[config.mk]
export PLATFORM = sky130hd
export DESIGN_NAME = keypad_scan_ctrl_flat
export DESIGN_NICKNAME = d
export VERILOG_FILES = /design/src/rtl/keypad_pkg.sv /design/src/rtl/keypad_scan_ctrl_if.sv /design/src/rtl/debounce_counter.sv /design/src/rtl/keypad_scan_ctrl.sv /design/src/flat_wrapper.sv
export SDC_FILE = /design/constraint.sdc
export NUM_CORES = 1
export LEC_CHECK = 0
export ABC_AREA = 1
export CAP_MARGIN = 40
export CORE_UTILIZATION = 35
export CTS_BUF_LIST = sky130_fd_sc_hd__clkbuf_16
export DETAILED_ROUTE_END_ITERATION = 10
export PLACE_DENSITY_LB_ADDON = 0.2
export SETUP_SLACK_MARGIN = 0.1
export SLEW_MARGIN = 20
export SYNTH_ARGS = -nofsm -noshare
export SYNTH_HDL_FRONTEND = slang
export SYNTH_HIERARCHICAL = 1
export SYNTH_SLANG_ARGS = --single-unit
[constraint.sdc]
create_clock -name clk -period 2.55 [get_ports clk]
set_input_delay 0.765 -clock clk [delete_from_list [all_inputs] [get_ports clk]]
set_output_delay 0.765 -clock clk [all_outputs]
set_load 0.005 [all_outputs]
[src/rtl/keypad_pkg.sv]
// Shared types, constants and helpers for the 4x4 keypad scan controller.
package keypad_pkg;

  typedef enum logic [1:0] {SCAN, DEBOUNCE, HELD, RELEASE} scan_state_t;

  localparam int NUM_ROWS = 4;
  localparam int NUM_COLS = 4;
  localparam logic [NUM_COLS-1:0] COLS_IDLE = 4'hF;

  // Active-low one-hot row drive for a row index.
  function automatic logic [NUM_ROWS-1:0] row_onehot_n(input logic [1:0] idx);
    logic [NUM_ROWS-1:0] r;
    r = '1;
    r[idx] = 1'b0;
    return r;
  endfunction

  // Index of the lowest closed (zero) column; column 0 has priority.
  function automatic logic [1:0] lowest_zero(input logic [NUM_COLS-1:0] cols);
    logic [1:0] idx;
    idx = 2'd0;
    for (int i = NUM_COLS - 1; i >= 0; i--) begin
      if (!cols[i]) idx = 2'(i);
    end
    return idx;
  endfunction

endpackage

[src/rtl/keypad_scan_ctrl_if.sv]
// Keypad-side bundle: synchronized columns in, row drive and key report out.
interface keypad_scan_ctrl_if;
  import keypad_pkg::*;

  logic [NUM_COLS-1:0] cols_sync;
  logic [NUM_ROWS-1:0] rows;
  logic [3:0]          key_code;
  logic                key_valid;
  logic                key_held;

  // master: the scan controller
  modport master (input cols_sync, output rows, key_code, key_valid, key_held);
  // slave: the keypad/synchronizer side and the key consumer
  modport slave  (output cols_sync, input rows, key_code, key_valid, key_held);
endinterface

[src/rtl/debounce_counter.sv]
// Counts consecutive enabled cycles; done flags DEBOUNCE_CYCLES-1 reached.
// Shared by press and release qualification.
module debounce_counter #(
  parameter int DEBOUNCE_CYCLES = 240000,
  parameter int CNT_W           = $clog2(DEBOUNCE_CYCLES + 1)
) (
  input  logic clk,
  input  logic reset,
  input  logic clr,
  input  logic en,
  output logic done
);

  localparam logic [CNT_W-1:0] CNT_LAST = CNT_W'(DEBOUNCE_CYCLES - 1);

  logic [CNT_W-1:0] cnt_reg;

  // Stable-cycle counter: cleared on any break, holds once the target is hit.
  always_ff @(posedge clk) begin
    if (reset || clr) begin
      cnt_reg <= '0;
    end else if (en && !done) begin
      cnt_reg <= cnt_reg + CNT_W'(1);
    end
  end

  assign done = (cnt_reg == CNT_LAST);

endmodule

[src/rtl/keypad_scan_ctrl.sv]
// 4x4 keypad scanner: rotates an active-low row, qualifies a press and its
// release with a shared debounce counter, reports one pulse per accepted key.
module keypad_scan_ctrl
  import keypad_pkg::*;
#(
  parameter int ROW_CYCLES      = 4,
  parameter int DEBOUNCE_CYCLES = 240000,
  parameter int CNT_W           = $clog2(DEBOUNCE_CYCLES + 1)
) (
  input  logic               clk,
  input  logic               reset,
  keypad_scan_ctrl_if.master kp
);

  localparam int RC_W = (ROW_CYCLES > 1) ? $clog2(ROW_CYCLES) : 1;
  localparam logic [RC_W-1:0] ROW_LAST = RC_W'(ROW_CYCLES - 1);

  scan_state_t     state_reg, state_next;
  logic [1:0]      row_idx_reg, row_idx_next;
  logic [1:0]      col_idx_reg, col_idx_next;
  logic [RC_W-1:0] row_cnt_reg, row_cnt_next;
  logic [3:0]      rows_reg, rows_next;
  logic [3:0]      key_code_reg, key_code_next;
  logic            key_valid_reg, key_valid_next;
  logic            key_held_reg, key_held_next;

  logic col_bit;
  logic db_en;
  logic db_clr;
  logic db_done;

  // Level of the column being qualified (1 = open).
  assign col_bit = kp.cols_sync[col_idx_reg];

  // The counter advances only while the watched column sits at the level
  // being qualified; any break (or any other state) restarts it from 0.
  assign db_en  = ((state_reg == DEBOUNCE) && !col_bit) ||
                  ((state_reg == RELEASE)  &&  col_bit);
  assign db_clr = !db_en;

  debounce_counter #(
    .DEBOUNCE_CYCLES (DEBOUNCE_CYCLES),
    .CNT_W           (CNT_W)
  ) u_debounce (
    .clk   (clk),
    .reset (reset),
    .clr   (db_clr),
    .en    (db_en),
    .done  (db_done)
  );

  // State and registered outputs.
  always_ff @(posedge clk) begin
    if (reset) begin
      state_reg     <= SCAN;
      row_idx_reg   <= 2'd0;
      col_idx_reg   <= 2'd0;
      row_cnt_reg   <= '0;
      rows_reg      <= row_onehot_n(2'd0);
      key_code_reg  <= 4'h0;
      key_valid_reg <= 1'b0;
      key_held_reg  <= 1'b0;
    end else begin
      state_reg     <= state_next;
      row_idx_reg   <= row_idx_next;
      col_idx_reg   <= col_idx_next;
      row_cnt_reg   <= row_cnt_next;
      rows_reg      <= rows_next;
      key_code_reg  <= key_code_next;
      key_valid_reg <= key_valid_next;
      key_held_reg  <= key_held_next;
    end
  end

  // Next-state logic: scan, qualify press, hold, qualify release.
  always_comb begin
    state_next     = state_reg;
    row_idx_next   = row_idx_reg;
    col_idx_next   = col_idx_reg;
    row_cnt_next   = row_cnt_reg;
    key_code_next  = key_code_reg;
    key_valid_next = 1'b0;
    key_held_next  = key_held_reg;

    case (state_reg)
      SCAN: begin
        if (row_cnt_reg == ROW_LAST) begin
          row_cnt_next = '0;
          if (kp.cols_sync != COLS_IDLE) begin
            // Row stays driven while the press is qualified.
            col_idx_next = lowest_zero(kp.cols_sync);
            state_next   = DEBOUNCE;
          end else begin
            row_idx_next = row_idx_reg + 2'd1;
          end
        end else begin
          row_cnt_next = row_cnt_reg + RC_W'(1);
        end
      end

      DEBOUNCE: begin
        if (col_bit) begin
          // Bounce: resume scanning the same row from the start.
          state_next   = SCAN;
          row_cnt_next = '0;
        end else if (db_done) begin
          state_next     = HELD;
          key_code_next  = {row_idx_reg, col_idx_reg};
          key_valid_next = 1'b1;
          key_held_next  = 1'b1;
        end
      end

      HELD: begin
        // Only the accepted column is watched; other keys are ignored.
        if (col_bit) state_next = RELEASE;
      end

      RELEASE: begin
        if (!col_bit) begin
          state_next = HELD;
        end else if (db_done) begin
          state_next    = SCAN;
          key_held_next = 1'b0;
          row_idx_next  = row_idx_reg + 2'd1;
          row_cnt_next  = '0;
        end
      end

      default: state_next = SCAN;
    endcase

    rows_next = row_onehot_n(row_idx_next);
  end

  assign kp.rows      = rows_reg;
  assign kp.key_code  = key_code_reg;
  assign kp.key_valid = key_valid_reg;
  assign kp.key_held  = key_held_reg;

endmodule

[src/flat_wrapper.sv]
// flat-port wrapper written by rule: the top's interface ports become plain ports
module keypad_scan_ctrl_flat import keypad_pkg::*;
#(
  parameter int ROW_CYCLES      = 4,
  parameter int DEBOUNCE_CYCLES = 240000,
  parameter int CNT_W           = $clog2(DEBOUNCE_CYCLES + 1)
)
  (clk, reset, kp_cols_sync, kp_rows, kp_key_code, kp_key_valid, kp_key_held);
  keypad_scan_ctrl_if kp_i ();
  input  logic clk;
  input  logic reset;
  input wire logic [$bits(kp_i.cols_sync)-1:0] kp_cols_sync;
  output wire logic [$bits(kp_i.rows)-1:0] kp_rows;
  output wire logic [$bits(kp_i.key_code)-1:0] kp_key_code;
  output wire logic [$bits(kp_i.key_valid)-1:0] kp_key_valid;
  output wire logic [$bits(kp_i.key_held)-1:0] kp_key_held;
  assign kp_i.cols_sync = kp_cols_sync;
  assign kp_rows = kp_i.rows;
  assign kp_key_code = kp_i.key_code;
  assign kp_key_valid = kp_i.key_valid;
  assign kp_key_held = kp_i.key_held;
  keypad_scan_ctrl #(.ROW_CYCLES(ROW_CYCLES), .DEBOUNCE_CYCLES(DEBOUNCE_CYCLES), .CNT_W(CNT_W)) u_core (.clk(clk), .reset(reset), .kp(kp_i));
endmodule
==> results.md, run 1 <==
* P&R area growth vs syn at 23.1%
* Fmax at 432 MHz
* CTS tree: done
* Max Cap Violations at 0
* Crit-path max FO at 5
* Clk_lat worst skew at 280 ps
* Layout cells sized above 1 at 17.3%
* Residual DRC at 0
* Final Skew at 2.95 ps
* Synthesized area at 2140 µm²
* Core box area at 5920 µm²
* Die area at 6440 µm²
* Syn Nets at 327
* Tot GR Track Use at 16.3%
* Htree depth at 2
* Cts repair resizes at 0
* CP arrival at 2500 ps
* Lkg Pwr at 1.11 nW
* Final worst-path cycle share at 90.9%
* EDFF count, synth at 0
* Nets at 359
* ANT cells at 0
* Row cnt at 28
* Simple-Gate Fraction of Synth Area at 42.8%
* Place WS at -80.3 ps
* Peak VDD IR at 0.400 mV
* FFs w/ async S/R, synth at 0%
* Final worst slack at 233 ps
* PortBufs at 15
* Detailed Place HPWL at 3.50 mm
* Setup crit end kind: flip-flop
* IO Count at 16
* Vias in the first global route at 1866
* TritonRoute pass-1 iters at 4
* Post-CTS Setup Bufs at 0
* Routability Congestion at 0.825
* Synth top area cells: dfxtp_1 (34%), nand2_1 (13%), nor2_1 (8.1%)
* Fin crit period at 2320 ps
* Max-slew violation count at 0
* Ys flop type: dfxtp_1
* Syn Inst Count at 314
* Share of Yosys cell area claimed by the top area cell type at 33.6%
* DRT Wirelength at 4.56 mm
* Final setup viols at 0
* Synth Area in Adders at 4.09%
* Largest family of logic cells by synthesized area: simple AND/OR/NAND/NOR gates
* Unrepaired setup endpoints after global routing: yes
* Fin util at 44.5%
* Hold Path Class: flip-flop to flip-flop
* Sink Count at 36
* CTS hold repair buffers at 0
* Post-Place Cell Area at 2450 µm²
* Required @ worst endpoint at 2730 ps
* Mux cell area share after synthesis at 0%
* Cell variety after synth at 31
* Largest net degree at the start of global routing at 19
* Critical path class: primary input to flip-flop
* Post-synthesis compound-gate area fraction at 10.4%
* Worst slew pin tran at 380 ps
* Vias per inst at 4.57
* DR vias at 1928
* CTS Buffer Depth at 2
* Yosys top cell by area: dfxtp_1
* Synth warnings at 6
* Die X at 80.3 µm
* Synth Area in XOR/XNOR at 0%
* Post-Syn Area per Cell at 6.83 µm²
* First-pass GRT wire length at 8.11 mm
* Fin area at 2640 µm²
* Die outline height at 80.3 µm
* Outcome: completed
* Grt ovf at 0
* Clk root buf: clkbuf_16
* Routed len/inst at 10.8 µm
* Initial drt markers at 123
* Max FFs per register at 18
* Startpoint types: primary input
* Final Hold Viols at 0
* Initial antenna violation count at 0
* Starting density of the core at 36.2%
* # fillers at 614
* Seq/Total Area, Yosys at 33.6%
* Clk slew on worst S/H paths at 60 ps
* Antenna-violating nets left at 0
* Yosys reg bits at 36
* Headroom to the max-slew limit at 74.6%
* PwrDens at 688 nW/µm²
* CTS Buf Count at 5
where the power goes:
part           internal, mW  total (mW)  switching (mW)  leakage (nW)
Combinational         0.189       0.486           0.297         0.738
Clock                 0.459       0.696           0.237        0.0798
Sequential            0.598       0.631          0.0326         0.291
critical path, stage by stage:
cell	delay, ps
clkdlybuf4s50_1	510
nand2_1	100
nand3_4	110
nand2_4	50
nand2_1	70
nand2_1	90
inv_1	110
inv_1	120
nor2_4	150
nand2_2	100
inv_1	110
nand2_1	70
nor2_1	90
nor2_1	50
worst paths after layout:
kind	from	endpoint	slack [ps]	cells past startpoint
setup / recovery	kp_cols_sync[3]	u_core/u_debounce/cnt_reg[11]$_SDFFE_PP0P_	230	14
hold / removal	u_core/kp.key_held$_SDFFE_PP0P_	u_core/kp.key_held$_SDFFE_PP0P_	490	2
setup reg to reg	u_core/u_debounce/cnt_reg[11]$_SDFFE_PP0P_	u_core/kp.rows[0]$_SDFF_PP0_	550	13
hold reg to reg	u_core/kp.key_held$_SDFFE_PP0P_	u_core/kp.key_held$_SDFFE_PP0P_	490	2
stage by stage:
step | hold WS (ps) | power (mW) | instances | setup TNS (ps)
floorplan | 443 | 0.997 | 314 | 0
CTS | 486 | 1.83 | 422 | 0
detailed placement | 478 | 1.12 | 414 | -265
global placement | 465 | 1.11 | 414 | -34.4
global route | 523 | 1.93 | 422 | 0
finish | 487 | 1.81 | 422 | 0
area by class of cell:
| class | instances | area (µm²) | area share, % |
|---|---|---|---|
| multi-input cells | 233 | 1240 | 47.2 |
| flip-flops and latches | 36 | 721 | 27.3 |
| repair buffers | 29 | 255 | 9.68 |
| inverters | 41 | 156 | 5.93 |
| clock buffers | 5 | 125 | 4.74 |
| well taps | 75 | 93.8 | 3.56 |
| clock inverters | 3 | 42.5 | 1.61 |
per-layer routing:
| layer | vias up | part of all wire (%) | global-route usage (%) |
|---|---|---|---|
| met5 | - | 0 | 0 |
| met4 | 0 | 0.83 | 5.36 |
| met3 | 6 | 2.4 | 3.41 |
| met2 | 17 | 48 | 29.0 |
| met1 | 839 | 48 | 19.3 |
| li1 | 1066 | - | - |
synthesized netlist by cell type, types with 3 or more instances:
library cell / n
nand2_1: 73
nand3_2: 6
nor2_4: 4
dfxtp_1: 36
o21ai_1: 3
a21oi_1: 20
o21ai_0: 11
nand3_1: 29
nor3_1: 4
inv_1: 37
inv_2: 3
nor2_2: 3
nand2_2: 8
nor2_1: 46
nand2_4: 4
ha_1: 7
placed cells by master (no fill, tap or decap), types with 5 or more instances in the layout:
| master | Yosys | routed |
|---|---|---|
| dfxtp_1 | 36 | 36 |
| nand2_2 | 8 | 9 |
| ha_1 | 7 | 7 |
| nand3_2 | 6 | 6 |
| buf_4 | 1 | 14 |
| nor2_2 | 3 | 5 |
| nor2_1 | 46 | 43 |
| clkdlybuf4s50_1 | 0 | 15 |
| nand2_1 | 73 | 72 |
| clkbuf_16 | 0 | 5 |
| o21ai_0 | 11 | 10 |
| a21oi_1 | 20 | 20 |
| inv_1 | 37 | 37 |
| nor2_4 | 4 | 5 |
| nand3_1 | 29 | 29 |
cell families (layout without fill, tap and decap cells):
| family | after synthesis | in the layout |
|---|---|---|
| flip-flops | 36 | 36 |
| AND/OR/NAND/NOR | 185 | 185 |
| AO/OA/AOI/OAI | 41 | 41 |
| buffers and inverters | 45 | 78 |
| adder cells (fa/ha/maj) | 7 | 7 |
No activity file was read; power rests on OpenSTA's default activity.
==> run 2: changes to the inputs <==
- CORE_UTILIZATION: 35 -> 55
- HOLD_SLACK_MARGIN: unset -> 0.08
==> run 2 against run 1 <==
Compared with the run above: final area fell by 1.7%; critical endpoint is now u_core/u_debounce/cnt_reg[10]$_SDFFE_PP0P_; fmax is 2.2% higher; clock power down 1%; clock skew is 2.0 ps higher; core utilization up 26 points; wire length decreased by 3.6%; largest power group unchanged; cell count fell by 6.4%; die area fell by 36%; setup slack improved by 49 ps; combinational power about the same; sequential power hardly changed; non-clock buffer count unchanged.
==> results.md, run 2 (synthesis results as in run 1) <==
* Grt ovf at 0
* Tot GR Track Use at 24.8%
* Post-Layout Cell Count at 395
* Initial antenna violation count at 0
* Antenna-violating nets left at 0
* Starting density of the core at 58.1%
* Startpoint types: primary input
* Outcome: completed
* Post-CTS Setup Bufs at 0
* CTS hold repair buffers at 0
* CP arrival at 2480 ps
* PwrDens at 697 nW/µm²
* Clk slew on worst S/H paths at 50 ps
* Clk_lat worst skew at 280 ps
* Routed len/inst at 11.1 µm
* Final Skew at 4.94 ps
* CTS tree: done
* Max-slew violation count at 0
* ANT cells at 0
* Hold_ws at 480 ps
* Core box area at 3690 µm²
* Routability Congestion at 0.908
* Fin crit period at 2270 ps
* Max Cap Violations at 0
* Die outline height at 64.4 µm
* Lkg Pwr at 1.11 nW
* Vias in the first global route at 1895
* Row cnt at 22
* Hold Path Class: flip-flop to flip-flop
* Final worst-path cycle share at 88.9%
* Clk root buf: clkbuf_16
* PortBufs at 15
* P&R area growth vs syn at 21.0%
* Setup crit end kind: flip-flop
* Required @ worst endpoint at 2760 ps
* Post-Place Cell Area at 2420 µm²
* Die area at 4150 µm²
* IO Count at 16
* Commonest non-fill, non-tap cells in the layout: nand2_1 (72), nor2_1 (45), inv_1 (37)
* Crit-path max FO at 4
* Placed Cells at 387
* First-pass GRT wire length at 7.97 mm
* DRT Wirelength at 4.40 mm
* Peak VDD IR at 0.468 mV
* Die X at 64.4 µm
* Detailed Place HPWL at 3.31 mm
* Vias per inst at 5.12
* Residual DRC at 0
* Commonest non-fill, non-tap cell in the layout: nand2_1
* Final setup viols at 0
* Max FFs per register at 18
* Critical path class: primary input to flip-flop
* Headroom to the max-slew limit at 72.8%
* Unrepaired setup endpoints after global routing: no
* TritonRoute pass-1 iters at 4
* CTS Buffer Depth at 2
* Initial drt markers at 127
* Cts repair resizes at 0
* Fin util at 70.3%
* Sink Count at 36
* Final Hold Viols at 0
* Fin area at 2590 µm²
* Fmax at 441 MHz
* CTS Buf Count at 5
* Largest net degree at the start of global routing at 17
* Htree depth at 2
* Nets at 359
* Layout cells sized above 1 at 16.7%
* Worst slew pin tran at 408 ps
* DR vias at 2024
## run 2: critical path, cell delays in order
cell and delay [ps]:
clkdlybuf4s50_1 530, nand2_2 90, nand3_4 80, nand2_4 50, nand2_1 70, nand2_1 70
inv_1 110, inv_1 100, nor2_2 180, nand2_1 120, o21ai_0 160, nand2_1 70
nor2_1 100
## run 2: per-stage QoR
step                      TNS (ps)  setup WS [ps]  power [mW]
after detailed placement     -49.9          -49.9        1.13
after global placement       -12.3          -12.3        1.12
after global routing             0            118        1.92
after floorplan                  0            472       0.997
final                            0            282        1.81
after CTS                        0            227        1.83
## run 2: final timing paths
check,from,end,slack [ps],cells past startpoint
max,kp_cols_sync[0],u_core/u_debounce/cnt_reg[10]$_SDFFE_PP0P_,280,13
min,u_core/row_cnt_reg[1]$_SDFFE_PP0P_,u_core/row_cnt_reg[1]$_SDFFE_PP0P_,480,2
max reg2reg,u_core/u_debounce/cnt_reg[8]$_SDFFE_PP0P_,u_core/kp.rows[1]$_SDFF_PP1_,550,11
min reg2reg,u_core/row_cnt_reg[1]$_SDFFE_PP0P_,u_core/row_cnt_reg[1]$_SDFFE_PP0P_,480,2
## run 2: layout make-up
class,instances,area (µm²)
multi-input combinational,233,1230
fill,332,1090
tap,48,60.1
inverter,41,156
timing repair buffer,29,255
clock buffer,5,125
sequential,36,721
clock inverter,3,42.5
## run 2: power breakdown
part | total, mW | internal, mW | switching, mW
logic | 0.489 | 0.199 | 0.291
clock network | 0.688 | 0.458 | 0.230
registers | 0.630 | 0.599 | 0.0312
total | 1.81 | 1.26 | 0.552
## run 2: routing by layer
metal  GRT usage, %  part of all wire (%)
met1           29.0                    45
met2           43.3                    50
met3           4.40                   3.5
met4           11.9                   2.0
met5              0                     0
==> edit: new RTL, settings of run 1 <==
Encoding of `scan_state_t`: now Gray code (2 bits for 4 states).
--- a/src/rtl/keypad_pkg.sv
+++ b/src/rtl/keypad_pkg.sv
@@ -1,7 +1,7 @@
 // Shared types, constants and helpers for the 4x4 keypad scan controller.
 package keypad_pkg;
 
-  typedef enum logic [1:0] {SCAN, DEBOUNCE, HELD, RELEASE} scan_state_t;
+  typedef enum logic [1:0] {SCAN = 2'b00, DEBOUNCE = 2'b01, HELD = 2'b11, RELEASE = 2'b10} scan_state_t;
 
   localparam int NUM_ROWS = 4;
   localparam int NUM_COLS = 4;
Function: same outputs for any inputs over 10 cycles, from zero or initial values and one cycle with reset high; not proved beyond that.
==> edit against run 1 <==
- sequential cell count is the same
- routed wire length grew 1.9%
- largest power group unchanged
- area after synthesis increased by 1.9%
- design area increased by 2.4%
- maximum frequency increased by 3.0%
- utilization up 0.79 points
- total power down 0.54%
- highest routed layer unchanged
- worst setup slack improved by 68 ps
- count of clock-buffer cells in the layout stayed put
==> edit: results (changes against run 1) <==
- R2R cell count: 12 (was 13)
- Top cells by count, synth: 70 x nand2_1, 54 x nor2_1, 36 x dfxtp_1 (was 73 x nand2_1, 46 x nor2_1, 37 x inv_1)
- Clock power share: 38.5% (was 38.4%)
- Post-synthesis compound-gate area fraction: 9.221% (was 10.45%)
- Maximum vdd drop: 0.0004834 V (was 0.0003998 V)
- Synth Area in Adders: 4.582% (was 4.086%)
- Clock root cell: clkbuf_16 (unchanged)
- Fin Hold WS: 461.9 ps (was 487.3 ps)
- Xor/xnor share of the synthesized area: 0.8018% (was 0%)
- Post-Place Worst Slack: -51.37 ps (was -80.31 ps)
- Non-clk bufs: 35 (was 29)
- WL per Instance: 10.86 um (was 10.81 um)
- Syn Nets: 330 (was 327)
- Power Clock: 0.695 mW (was 0.696 mW)
- Clk Latency, worst-skew pair: 280 ps (about the same)
- Reg2reg end: u_core/state_reg[1] (was u_core/kp.rows[0])
- Worst path arrival time: 2470 ps (was 2500 ps)
- Area after DPL: 0.002522 sq mm (was 0.002455 sq mm)
- Top post-synthesis cells by area: dfxtp_1 33%, nand2_1 12%, nor2_1 9.3% (was dfxtp_1 34%, nand2_1 13%, nor2_1 8.1%)
- Vias in the first global route: 1,851 (was 1,866)
- Signal buf overhead: 11.12% (was 9.677%)
- Core box area: 0.005956 sq mm (was 0.005921 sq mm)
- Total GRT Usage: 16.07% (was 16.27%)
- CP max-delay cell: clkdlybuf4s50_1 (unchanged)
- Critical-path maximum fanout: 5 (unchanged)
- P_leak: 1.094 nW (was 1.109 nW)
- Final std cell area, no fill: 0.002700 sq mm (was 0.002638 sq mm)
- Share of layout cells above drive strength 1: 19.83% (was 17.29%)
- Post-Layout Cell Count: 428 (was 422)
- Slowest stage delay, CP: 510 ps (about the same)
- Multi-input logic area: 0.001266 sq mm (was 0.001244 sq mm)
- Largest net degree at the start of global routing: 17 (was 19)
- 1st-iter DRT viols: 90 (was 123)
- Fin nets: 366 (was 359)
- Fraction of area in clock buffers and inverters: 6.209% (was 6.357%)
- Met3 usage: 3.483% (was 3.409%)
- Hold_sp: u_core/kp.key_code[1] (was u_core/kp.key_held)
- Post-synthesis sequential area ratio: 32.99% (was 33.63%)
- Mean Syn Cell Area: 6.913 sq um (was 6.826 sq um)
- Filler cells: 622 (was 614)
- Status: complete, no violations (unchanged)
- Hold EP: u_core/kp.key_code[1] (was u_core/kp.key_held)
- Skew final: 4.926 ps (was 2.947 ps)
- DP HPWL: 3.610 mm (was 3.496 mm)
- Setup bufs post-CTS: 0 (unchanged)
- Vias/cell: 4.647 (was 4.569)
- Met2 Use GR: 28.57% (was 28.97%)
- Worst-Margin Slew: 382.3 ps (was 380.4 ps)
- Inverters: 39 (was 41)
- Met1 Resource Use GR: 18.53% (was 19.26%)
- Synth cell types: 33 (was 31)
- Multi-In Gates: 235 (was 233)
- Gp weighted congestion: 0.8166 (was 0.8249)
- Total internal power: 1.254 mW (was 1.247 mW)
- Register share of the cell area: 26.69% (was 27.32%)
-- edit: cell types whose count changed after synthesis, sizes merged, moves of 2 or more --
cell	delta
inv	-3
nand2	-2
nor2	+10
nand3	-3
o21ai	-2
-- edit: how the worst max path moves through the flow --
stage                               start                             to  slack (ps)  cells after the start
after floorplan           kp_cols_sync[1]  u_core/u_debounce/cnt_reg[11]         380                     15
after global placement    kp_cols_sync[1]  u_core/u_debounce/cnt_reg[15]           6                     14
after detailed placement  kp_cols_sync[0]  u_core/u_debounce/cnt_reg[15]         -50                     14
after CTS                 kp_cols_sync[0]  u_core/u_debounce/cnt_reg[15]         240                     14
after global routing      kp_cols_sync[0]  u_core/u_debounce/cnt_reg[11]         130                     14
final                     kp_cols_sync[0]  u_core/u_debounce/cnt_reg[11]         300                     15
-- edit: metal layers --
| metal | vias to the layer above | wire, um |
|---|---|---|
| met5 | - | 0 |
| met4 | 0 | 73 |
| met3 | 6 | 114 |
| met2 | 20 | 2267 |
| met1 | 889 | 2194 |
| li1 | 1074 | - |
